--- src/rtl/regfile_tagged.sv ---
// Register file with per-register busy bit and ROB tag, tracking rename and commit.
// Define REGFILE_COMMIT_BYPASS_EN to forward a same-cycle commit onto the read ports.
module regfile_tagged #(
    parameter int XLEN = 32,
    parameter int NREG = 32,
    parameter int TAGW = 4,
    parameter int NRD  = 2,
    localparam int AW  = $clog2(NREG)
) (
    input  logic                clk,
    input  logic                rst_n,
    input  logic                rn_valid,
    input  logic [AW-1:0]       rn_rd,
    input  logic [TAGW-1:0]     rn_tag,
    input  logic [NRD*AW-1:0]   rd_addr,
    output logic [NRD*XLEN-1:0] rd_data,
    output logic [NRD-1:0]      rd_busy,
    output logic [NRD*TAGW-1:0] rd_tag,
    input  logic                cm_valid,
    input  logic [AW-1:0]       cm_rd,
    input  logic [TAGW-1:0]     cm_tag,
    input  logic [XLEN-1:0]     cm_data,
    input  logic                flush,
    output logic [AW:0]         busy_cnt
);

    logic [XLEN-1:0] val_q [NREG];
    logic [XLEN-1:0] val_d [NREG];
    logic [TAGW-1:0] tag_q [NREG];
    logic [TAGW-1:0] tag_d [NREG];
    logic [NREG-1:0] busy_q;
    logic [NREG-1:0] busy_d;
    logic [AW:0]     busy_cnt_q;
    logic [AW:0]     busy_cnt_d;

    logic            do_commit;
    logic            do_rename;
    logic            commit_clears;
    logic            rename_sets;
    logic [AW-1:0]   rd_idx [NRD];

    // A same-register rename overrides the commit, so that commit never decrements the count.
    always_comb begin
        do_commit     = cm_valid && (cm_rd != '0);
        do_rename     = rn_valid && (rn_rd != '0) && !flush;
        commit_clears = do_commit && busy_q[cm_rd] && (tag_q[cm_rd] == cm_tag)
                        && !(do_rename && (rn_rd == cm_rd));
        rename_sets   = do_rename && !busy_q[rn_rd];
    end

    always_comb begin
        val_d  = val_q;
        tag_d  = tag_q;
        busy_d = busy_q;
        if (do_commit) begin
            val_d[cm_rd] = cm_data;
            if (tag_q[cm_rd] == cm_tag) begin
                busy_d[cm_rd] = 1'b0;
            end
        end
        if (flush) begin
            busy_d = '0;
        end else if (do_rename) begin
            busy_d[rn_rd] = 1'b1;
            tag_d[rn_rd]  = rn_tag;
        end
    end

    always_comb begin
        if (flush) begin
            busy_cnt_d = '0;
        end else begin
            busy_cnt_d = busy_cnt_q + {{AW{1'b0}}, rename_sets} - {{AW{1'b0}}, commit_clears};
        end
    end

    always_ff @(posedge clk or negedge rst_n) begin
        if (!rst_n) begin
            for (int i = 0; i < NREG; i++) begin
                val_q[i] <= '0;
                tag_q[i] <= '0;
            end
            busy_q     <= '0;
            busy_cnt_q <= '0;
        end else begin
            val_q      <= val_d;
            tag_q      <= tag_d;
            busy_q     <= busy_d;
            busy_cnt_q <= busy_cnt_d;
        end
    end

    // Reads see pre-edge state; register 0 is hardwired to zero and never busy.
    always_comb begin
        rd_data = '0;
        rd_busy = '0;
        rd_tag  = '0;
        for (int k = 0; k < NRD; k++) begin
            rd_idx[k] = rd_addr[k*AW +: AW];
            if (rd_idx[k] != '0) begin
                rd_data[k*XLEN +: XLEN] = val_q[rd_idx[k]];
                rd_busy[k]              = busy_q[rd_idx[k]];
                rd_tag[k*TAGW +: TAGW]  = tag_q[rd_idx[k]];
`ifdef REGFILE_COMMIT_BYPASS_EN
                if (cm_valid && (cm_rd == rd_idx[k])) begin
                    rd_data[k*XLEN +: XLEN] = cm_data;
                    if (tag_q[rd_idx[k]] == cm_tag) begin
                        rd_busy[k] = 1'b0;
                    end
                end
`endif
            end
        end
    end

    assign busy_cnt = busy_cnt_q;

endmodule

--- config.mk ---
export PLATFORM = sky130hd
export DESIGN_NAME = regfile_tagged
export DESIGN_NICKNAME = d
export VERILOG_FILES = /design/src/rtl/regfile_tagged.sv
export SDC_FILE = /design/constraint.sdc
export NUM_CORES = 2
export LEC_CHECK = 0
export CORE_MARGIN = 3
export CORE_UTILIZATION = 45
export DETAILED_ROUTE_END_ITERATION = 10
export GPL_ROUTABILITY_DRIVEN = 0
export PLACE_DENSITY = 0.61
export SYNTH_ARGS = -nofsm -noshare
export SYNTH_HDL_FRONTEND = slang
export SYNTH_SLANG_ARGS = --single-unit
--- constraint.sdc ---
create_clock -name clk -period 6.2 [get_ports clk]
set_input_delay 0.62 -clock clk [delete_from_list [all_inputs] [get_ports clk]]
set_output_delay 0.62 -clock clk [all_outputs]
set_load 0.005 [all_outputs]
Word-level counts from Yosys, hierarchy flattened. Index checks and enable logic that the tools add are counted. W data, S select, Z words.

$lt $le $gt $ge: 12. Equal/unequal tests: 2. Add/subtract/negate cells: 2. Bitwise logic cells: 8. Multiplexer cells: 44. Reductions and logical operators: 20.

Operators by type and width (count): $bwmux W1024 (1); $mux W32 (11); $bmux W32 S5 (2); $demux W32 S5 (1); $bwmux W128 (1); $bmux W4 S5 (3); $mux W4 (9); $and A32 B32 Y32 (1); $not A32 Y32 (1); $or A32 B32 Y32 (1); $ge A6 B6 Y1 const B (4); $lt A5 B6 Y1 const B (4); $not A5 Y6 (4); $bmux W1 S5 (4); $demux W4 S5 (1); $reduce_bool A5 Y1 (4); $logic_and A1 B1 Y1 (12); $lt A6 B1 Y1 const B (2); $demux W1 S5 (2); $ge A5 B1 Y1 const B (2); $mux W1 (8); $add A6 B1 Y6 (1); $mux W6 (1); $sub A6 B1 Y6 (1); other kinds (5) (7).

Word-level logic and storage cells: 154. Register bits after elaboration: 1190. Input port bits: 65. Output and inout port bits: 80.

Longest topological paths before layout.
Depth in word-level cells: 11. Mapped depth: 18. Gate-level depth less buffers: 16.

Worst setup path after synthesis. Ideal clock, no wire load.

Path type: input port to flip-flop. Start point: input port cm_rd[0]. End point: register busy_cnt_q[4], in the netlist busy_cnt[4]. Arrival time: 3.839 ns. Path buffers: 2. Library setup time: 0.130 ns. Slack: 2.230 ns. Stages on the path: 18. Cell sequence: buf_2 > buf_2 > mux2i_1 > o22ai_1 > or4_1 > or3_1 > a22oi_2 > and4_1 > ha_1 > inv_1 > ha_1 > inv_1 > fa_1 > inv_1 > a21o_1 > a21oi_1 > xor2_1 > nor2_1.

Longest elaborated chain between the ends: 9. Elaborated cells between the ends (all ways): 17. Classes of those cells: add/sub: 1; eq/ne: 2; mux: 6; bitwise: 1; reduce/logical: 7.

RTL lines: start, declared (RTL line 20) `input logic [AW-1:0] cm_rd,`; $not A5 Y6 (not written as such) (RTL line 46) `commit_clears = do_commit && busy_q[cm_rd] && (tag_q[cm_rd] == cm_tag)`; $bmux W4 S5 (RTL line 46); $mux W4 (not written as such) (2 in series) (RTL line 46); $eq A4 B4 Y1 (RTL line 46); $logic_and A1 B1 Y1 (RTL line 46); $logic_and A1 B1 Y1 * (RTL line 47) `&& !(do_rename && (rn_rd == cm_rd));`; $sub A6 B1 Y6 * (RTL line 73) `busy_cnt_d = busy_cnt_q + {{AW{1'b0}}, rename_sets} - {{AW{1'b0}}, commit_clears};`; $mux W6 * (RTL line 70) `if (flush) begin`; named net busy_cnt_d[4] (RTL line 34) `logic [AW:0] busy_cnt_d;`; end signal, assigned (RTL line 89) `busy_cnt_q <= busy_cnt_d;`; end, declared (RTL line 33) `logic [AW:0] busy_cnt_q;`.

The timed path passes the listed nets; every way through them passes the cells marked *. The select of a mux whose other input is x is not followed. A chain may end at the register's enable or synchronous reset.

Worst setup path in the final report.
Start point: input port rd_addr[1]. End point: output port rd_data[16].

Longest elaborated chain between the ends: 5. Elaborated cells between the ends (all ways): 6. Classes of those cells: mux: 4; bitwise: 1; reduce/logical: 1.

RTL lines: start, declared (RTL line 15) `input logic [NRD*AW-1:0] rd_addr,`; $not A5 Y6 (not written as such) (RTL line 101) `rd_data[k*XLEN +: XLEN] = val_q[rd_idx[k]];`; $bmux W32 S5 (RTL line 101); $mux W32 (not written as such) (2 in series) (RTL line 101); $mux W32 * (RTL line 100) `if (rd_idx[k] != '0) begin`; end, declared (RTL line 16) `output logic [NRD*XLEN-1:0] rd_data,`.

Mark *: on every way between the ends. The rest lies on a longest branch, timed or not. The select of a mux whose other input is x is not followed.

==> results.sh <==
export IMPL_hold_violations=0
export IMPL_vdd_drop_max_mv=0.1988
export IMPL_ant_nets=0
export IMPL_fmax_mhz=218.9
export IMPL_rows=138
export IMPL_syn_cell_area_mm2=0.06506
export IMPL_fin_skew_ns=0.02591
export IMPL_slowest_delay_ns=0.75
export IMPL_firstDrtPassIters=6
export IMPL_ioPinCount=145
export IMPL_synth_seq_cells=1190
export IMPL_die_y_um=386.2
export IMPL_core_area_mm2=0.1426
export IMPL_async_flop_share=1.000
export IMPL_power_leakage_nw=31.70
export IMPL_numCtsBuffers=137
export IMPL_cp_top_family="buffers and inverters"
export IMPL_root_buffer="clkbuf_16"
export IMPL_critical_path_class="in -> out"
export IMPL_final_nets=4318
export IMPL_worst_setup_path_start_kind="input pin"
export IMPL_cp_end_kind="output pin"
export IMPL_pre_cts_ws_ns=1.181
export IMPL_path_cells="buf_8 > or3_4 > buf_4 > o221ai_1 > a221oi_1 > nor3_1 > clkdlybuf4s50_1"
export IMPL_vias=41378
export IMPL_cts_resized=0
export IMPL_hold_path_class="reg -> reg"
export IMPL_cp_num_buf_inv=3
export IMPL_vias_per_cell=6.627
export IMPL_outcome="complete, no violations"
export IMPL_clock_sinks=1190
export IMPL_wire_per_inst_um=33.25
export IMPL_period_needed_ns=4.569
export IMPL_cts_tree="yes"
export IMPL_ys_flop_type="dfrtp_1"
export IMPL_synth_edf_count=0
export IMPL_worstMarginPinSlew_ns=1.253
export IMPL_die_w_um=386.2
export IMPL_yosysWarningCount=0
export IMPL_cts_hold_fix_buffers=1
export IMPL_wl_um=207600
export IMPL_port_buffers=144
export IMPL_required_ns=5.58
export IMPL_cts_buffer_depth=3
export IMPL_p_per_area_mw_per_mm2=322.0
export IMPL_cp_slowest_cell="or3_4"
export IMPL_layout_drive_gt1_share=0.4955
export IMPL_rsz0062_at_grt="no"
export IMPL_avgSynthCellArea_um2=14.98
export IMPL_grt_max_degree=163
export IMPL_yosysSeqAreaShare=0.4577
export IMPL_start_util=0.4562
export IMPL_grt_first_pass_wirelength_um=304500
export IMPL_crit_path_max_fanout=60
export IMPL_clk_pin_slew_ns=0.05
export IMPL_drv_cap=0
export IMPL_finalCritPeriodShare=0.7370
export IMPL_remaining_drc_errors=0
export IMPL_grtUsageTotal=0.2813
export IMPL_synth_fp_nets=4414
export IMPL_cts_setup_buffers=0
export IMPL_syn_inst=4342
export IMPL_synthToLayoutAreaGrowth_pct=12.21
export IMPL_ys_types=51
export IMPL_drv_slew=0
export IMPL_cp_arrival_ns=3.95
export IMPL_setup_viol=0
export IMPL_maxSlewHeadroom=0.1618
export IMPL_insertion_delay_ns=0.77
export IMPL_dp_hpwl_um=119500
export IMPL_grt_antenna_before_repair=10
export IMPL_grt_ovfl_total=0
export IMPL_tns_ns=0
export IMPL_dieArea_mm2=0.1492
export IMPL_ctsHtreeMaxLevel=4
export IMPL_timing_final_ws_setup_ns=1.631
export IMPL_grt_pass1_vias=42235
export IMPL_drtIter0Drc=3968
==> layout make-up <==
cell class | count | area [um^2]
Antenna cell | 5 | 12.51
Clock buffer | 210 | 4240
Clock inverter | 32 | 500.5
Fill cell | 11940 | 69620
Inverter | 12 | 45.04
Multi-Input combinational cell | 2653 | 33490
Sequential cell | 1190 | 29780
Tap cell | 1890 | 2365
Timing Repair Buffer | 252 | 2570
==> registers in the layout, summed over array words and instances (netlist names) <==
signal / count
busy_cnt: 6
busy_q: 32
tag_q: 128
val_q: 1024
==> layer usage <==
layer  vias up  global-route usage  routed length, um
met4         6             0.09083               6609
li1      16704                   -                  -
met2      1720              0.4350              96540
met1     22561              0.3983              88100
met3       387             0.06012              16340
met5         -                   0                 36
==> final timing paths <==
path / from / end / slack [ns] / cells past startpoint
worst max-delay path: rd_addr[1] / rd_data[16] / 1.63 / 7
worst min-delay path: val_q[1004]$_DFFE_PN0P_ / val_q[1004]$_DFFE_PN0P_ / 0.39 / 0
worst max register to register: tag_q[112]$_DFFE_PN0P_ / busy_cnt[4]$_DFF_PN0_ / 2.32 / 16
worst min register to register: val_q[1004]$_DFFE_PN0P_ / val_q[1004]$_DFFE_PN0P_ / 0.39 / 0
max in group asynchronous: rst_n / val_q[421]$_DFFE_PN0P_ / 4.27 / 3
min in group asynchronous: rst_n / val_q[778]$_DFFE_PN0P_ / 0.45 / 2
==> cells by family after synthesis <==
| family | after synthesis | synth area share |
|---|---|---|
| mux | 1999 | 0.4516 |
| xor+xnor | 10 | 0.001346 |
| flops | 1190 | 0.4577 |
| fa+ha+maj | 7 | 0.001462 |
| compound gates | 279 | 0.03087 |
| simple gates | 358 | 0.02552 |
| buf+inv | 499 | 0.03150 |
==> cells in the mapped netlist, drive strengths merged, types with 12 or more instances <==
| cell type | number | area, um^2 |
|---|---|---|
| nor3 | 34 | 170.2 |
| o221ai | 30 | 262.8 |
| inv | 12 | 45.04 |
| a211o | 19 | 166.4 |
| mux2 | 1139 | 12830 |
| o22ai | 68 | 425.4 |
| clkbuf | 311 | 1167 |
| dfrtp | 1190 | 29780 |
| mux4 | 635 | 14300 |
| o21bai | 30 | 225.2 |
| mux2i | 225 | 2252 |
| a211oi | 12 | 90.09 |
| a221oi | 31 | 271.5 |
| nor2b | 17 | 106.4 |
| a21oi | 23 | 115.1 |
| nand2 | 132 | 495.5 |
| a31oi | 31 | 193.9 |
| nor2 | 112 | 420.4 |
| buf | 176 | 837.1 |
==> stage by stage <==
| step | utilization | instances | instance area, um^2 | power (mW) | hold WS (ns) |
|---|---|---|---|---|---|
| floorplan | - | 4342 | 65060 | 13.40 | 0.3244 |
| global placement | 0.4785 | 5996 | 68240 | 14.90 | 0.3778 |
| detailed placement | 0.4785 | 5996 | 68240 | 15.04 | 0.3823 |
| CTS | 0.5118 | 6239 | 72990 | 23.61 | 0.3959 |
| global route | 0.5118 | 6241 | 73000 | 24.46 | 0.4024 |
| finish | 0.5119 | 6244 | 73000 | 23.51 | 0.3940 |
==> where the power goes <==
part | leakage, nW | internal, mW | switching [mW] | total [mW]
Combinational | 14.0 | 2.88 | 1.87 | 4.75
Clock | 2.34 | 5.17 | 3.39 | 8.56
Sequential | 15.4 | 9.15 | 1.05 | 10.2
==> cell usage in the layout (no fill, tap or decap), types with 8 or more instances in the layout <==
cell	instances
inv_1	11
nor2b_1	16
a211o_1	19
a221oi_1	31
a211oi_1	12
a31oi_1	31
bufinv_16	11
nand2_1	112
o221ai_1	30
clkbuf_8	41
buf_4	87
nor2_4	13
buf_12	24
clkbuf_16	143
or4_1	10
nor3_1	33
nand2_4	19
clkbuf_1	26
mux4_2	635
nand2b_1	8
a21oi_1	23
mux2_2	1139
nor2_1	99
mux2i_1	225
dfrtp_1	1190
o21bai_1	30
clkdlybuf4s50_1	132
clkinv_2	12
o21ai_0	10
o22ai_1	68
Power figures use the tool's default switching activity.
==> RTL edit: new RTL, same flow settings <==
`XLEN`: 32 -> 28.
--- a/src/rtl/regfile_tagged.sv
+++ b/src/rtl/regfile_tagged.sv
@@ -3,3 +3,3 @@
 module regfile_tagged #(
-    parameter int XLEN = 32,
+    parameter int XLEN = 28,
     parameter int NREG = 32,
Ports: changed (resized cm_data and rd_data); port bits go from 145 to 133. The function was not compared with the original's and may differ.
==> RTL edit against the unedited design <==
  * Synthesized area fell by 10%
  * Sequential cell count fell by 128
  * Via count fell by 12%
  * Worst hold slack barely moved
  * Synthesized cell count fell by 11%
  * Power fell by 12%
  * Worst setup slack got worse by 0.047 ns
  * Global-route usage fell by 0.95 points
  * Design area fell by 11%
  * First-iteration DRC count fell by 13%
  * Count of clock-buffer cells in the layout fell by 32
  * Wire length fell by 12%
  * Critical path type unchanged
  * Largest cell class unchanged
  * Highest routed layer unchanged
==> RTL edit: results <==
export IMPL_cts_resized=0
export IMPL_cpPeakStageDelay_ns=0.99
export IMPL_syn_area_per_cell_um2=15.16
export IMPL_cts_clk_slew_worst_paths_ns=0.06
export IMPL_cts_max_level=3
export IMPL_placed_cell_area_mm2=0.06115
export IMPL_reg2reg_setup_slack_ns=2.40
export IMPL_synth_cell_types=54
export IMPL_placement_io_buffers=132
export IMPL_switchingPower_mw=5.572
export IMPL_p_comb_frac=0.206
export IMPL_setup_worst_path_end="rd_data[12]"
export IMPL_hold_ws_ns=0.3943
export IMPL_synth_xor_xnor_area_share=0.001502
export IMPL_numPlacedInstances=5373
export IMPL_grt_start_max_net_pins=139
export IMPL_num_fill_cells=10770
export IMPL_detailedPlacementHpwl_um=106500
export IMPL_vdd_ir_drop_worst_mv=0.2368
export IMPL_antenna_found_initial=5
export IMPL_critical_path_reg2reg_startpoint="tag_q[107]$_DFFE_PN0P_"
export IMPL_min_to="val_q[890]$_DFFE_PN0P_"
export IMPL_power_static_leakage_nw=27.95
export IMPL_synth_commonest_cells="dfrtp_1 (1062), mux2_2 (1036), mux4_2 (569)"
export IMPL_synth_compound_area_share=0.03006
export IMPL_synth_seq_area_share=0.4557
export IMPL_design_final_nets=3832
export IMPL_clock_buffers_created_by_tritoncts=117
export IMPL_largestRegisters="val_q (896), tag_q (128), busy_q (32)"
export IMPL_critical_path_max_fanout=32
export IMPL_hold_start="val_q[890]$_DFFE_PN0P_"
export IMPL_insertion_delay_ns=0.75
export IMPL_globalRouteMet3Util=0.05021
export IMPL_gr_usage_met2=0.4206
export IMPL_postRouteWirelength_um=181800
export IMPL_detailedRoute_firstPassIterationCount=5
export IMPL_post_route_min_period_ns=4.616
export IMPL_postSynthNetCount=3915
export IMPL_slowest_stage="a211oi_1"
export IMPL_seq_power_share=0.441
export IMPL_finalClockSkew_ns=0.03949
export IMPL_crit_path_start="rd_addr[3]"
export IMPL_wl_per_cell_um=32.57
export IMPL_worst_slew_pin_transition_ns=1.227
export IMPL_post_synth_fa_ha_maj_area_fraction=0.001631
export IMPL_reg2reg_to="busy_cnt[5]$_DFF_PN0_"
export IMPL_vias=36620
export IMPL_global_route_wire_length_before_repair_um=270500
export IMPL_run_status="complete, no violations"
RTL edit: changes by cell type in the layout (fill, tap and decap cells not counted), sizes merged, moves of 13 or more:
cell / before / now
o21bai: 30 / 6
a311oi: 0 / 26
dfrtp: 1190 / 1062
nor2: 112 / 136
mux2i: 225 / 207
clkbuf: 210 / 178
clkdlybuf4s50: 132 / 119
mux2: 1139 / 1036
a31oi: 31 / 7
mux4: 635 / 569
nand2: 132 / 33
RTL edit: cell type report:
class	instances	area, um^2	area share
flip-flops and latches	1062	26580	0.4078
inverters	7	26.28	0.0004032
well taps	1729	2163	0.03319
repair buffers	229	2275	0.03490
clock buffers	178	3558	0.05460
clock inverters	29	450.4	0.006912
multi-input cells	2347	30120	0.4622
diodes	1	2.502	0.00003840
RTL edit: layer usage:
layer / routed length, um / vias to the layer above / part of all wire
met4: 4682 / 4 / 0.026
li1: - / 14870 / -
met1: 80430 / 20080 / 0.44
met3: 12670 / 279 / 0.070
met5: 24 / - / 0.00013
met2: 83970 / 1391 / 0.46
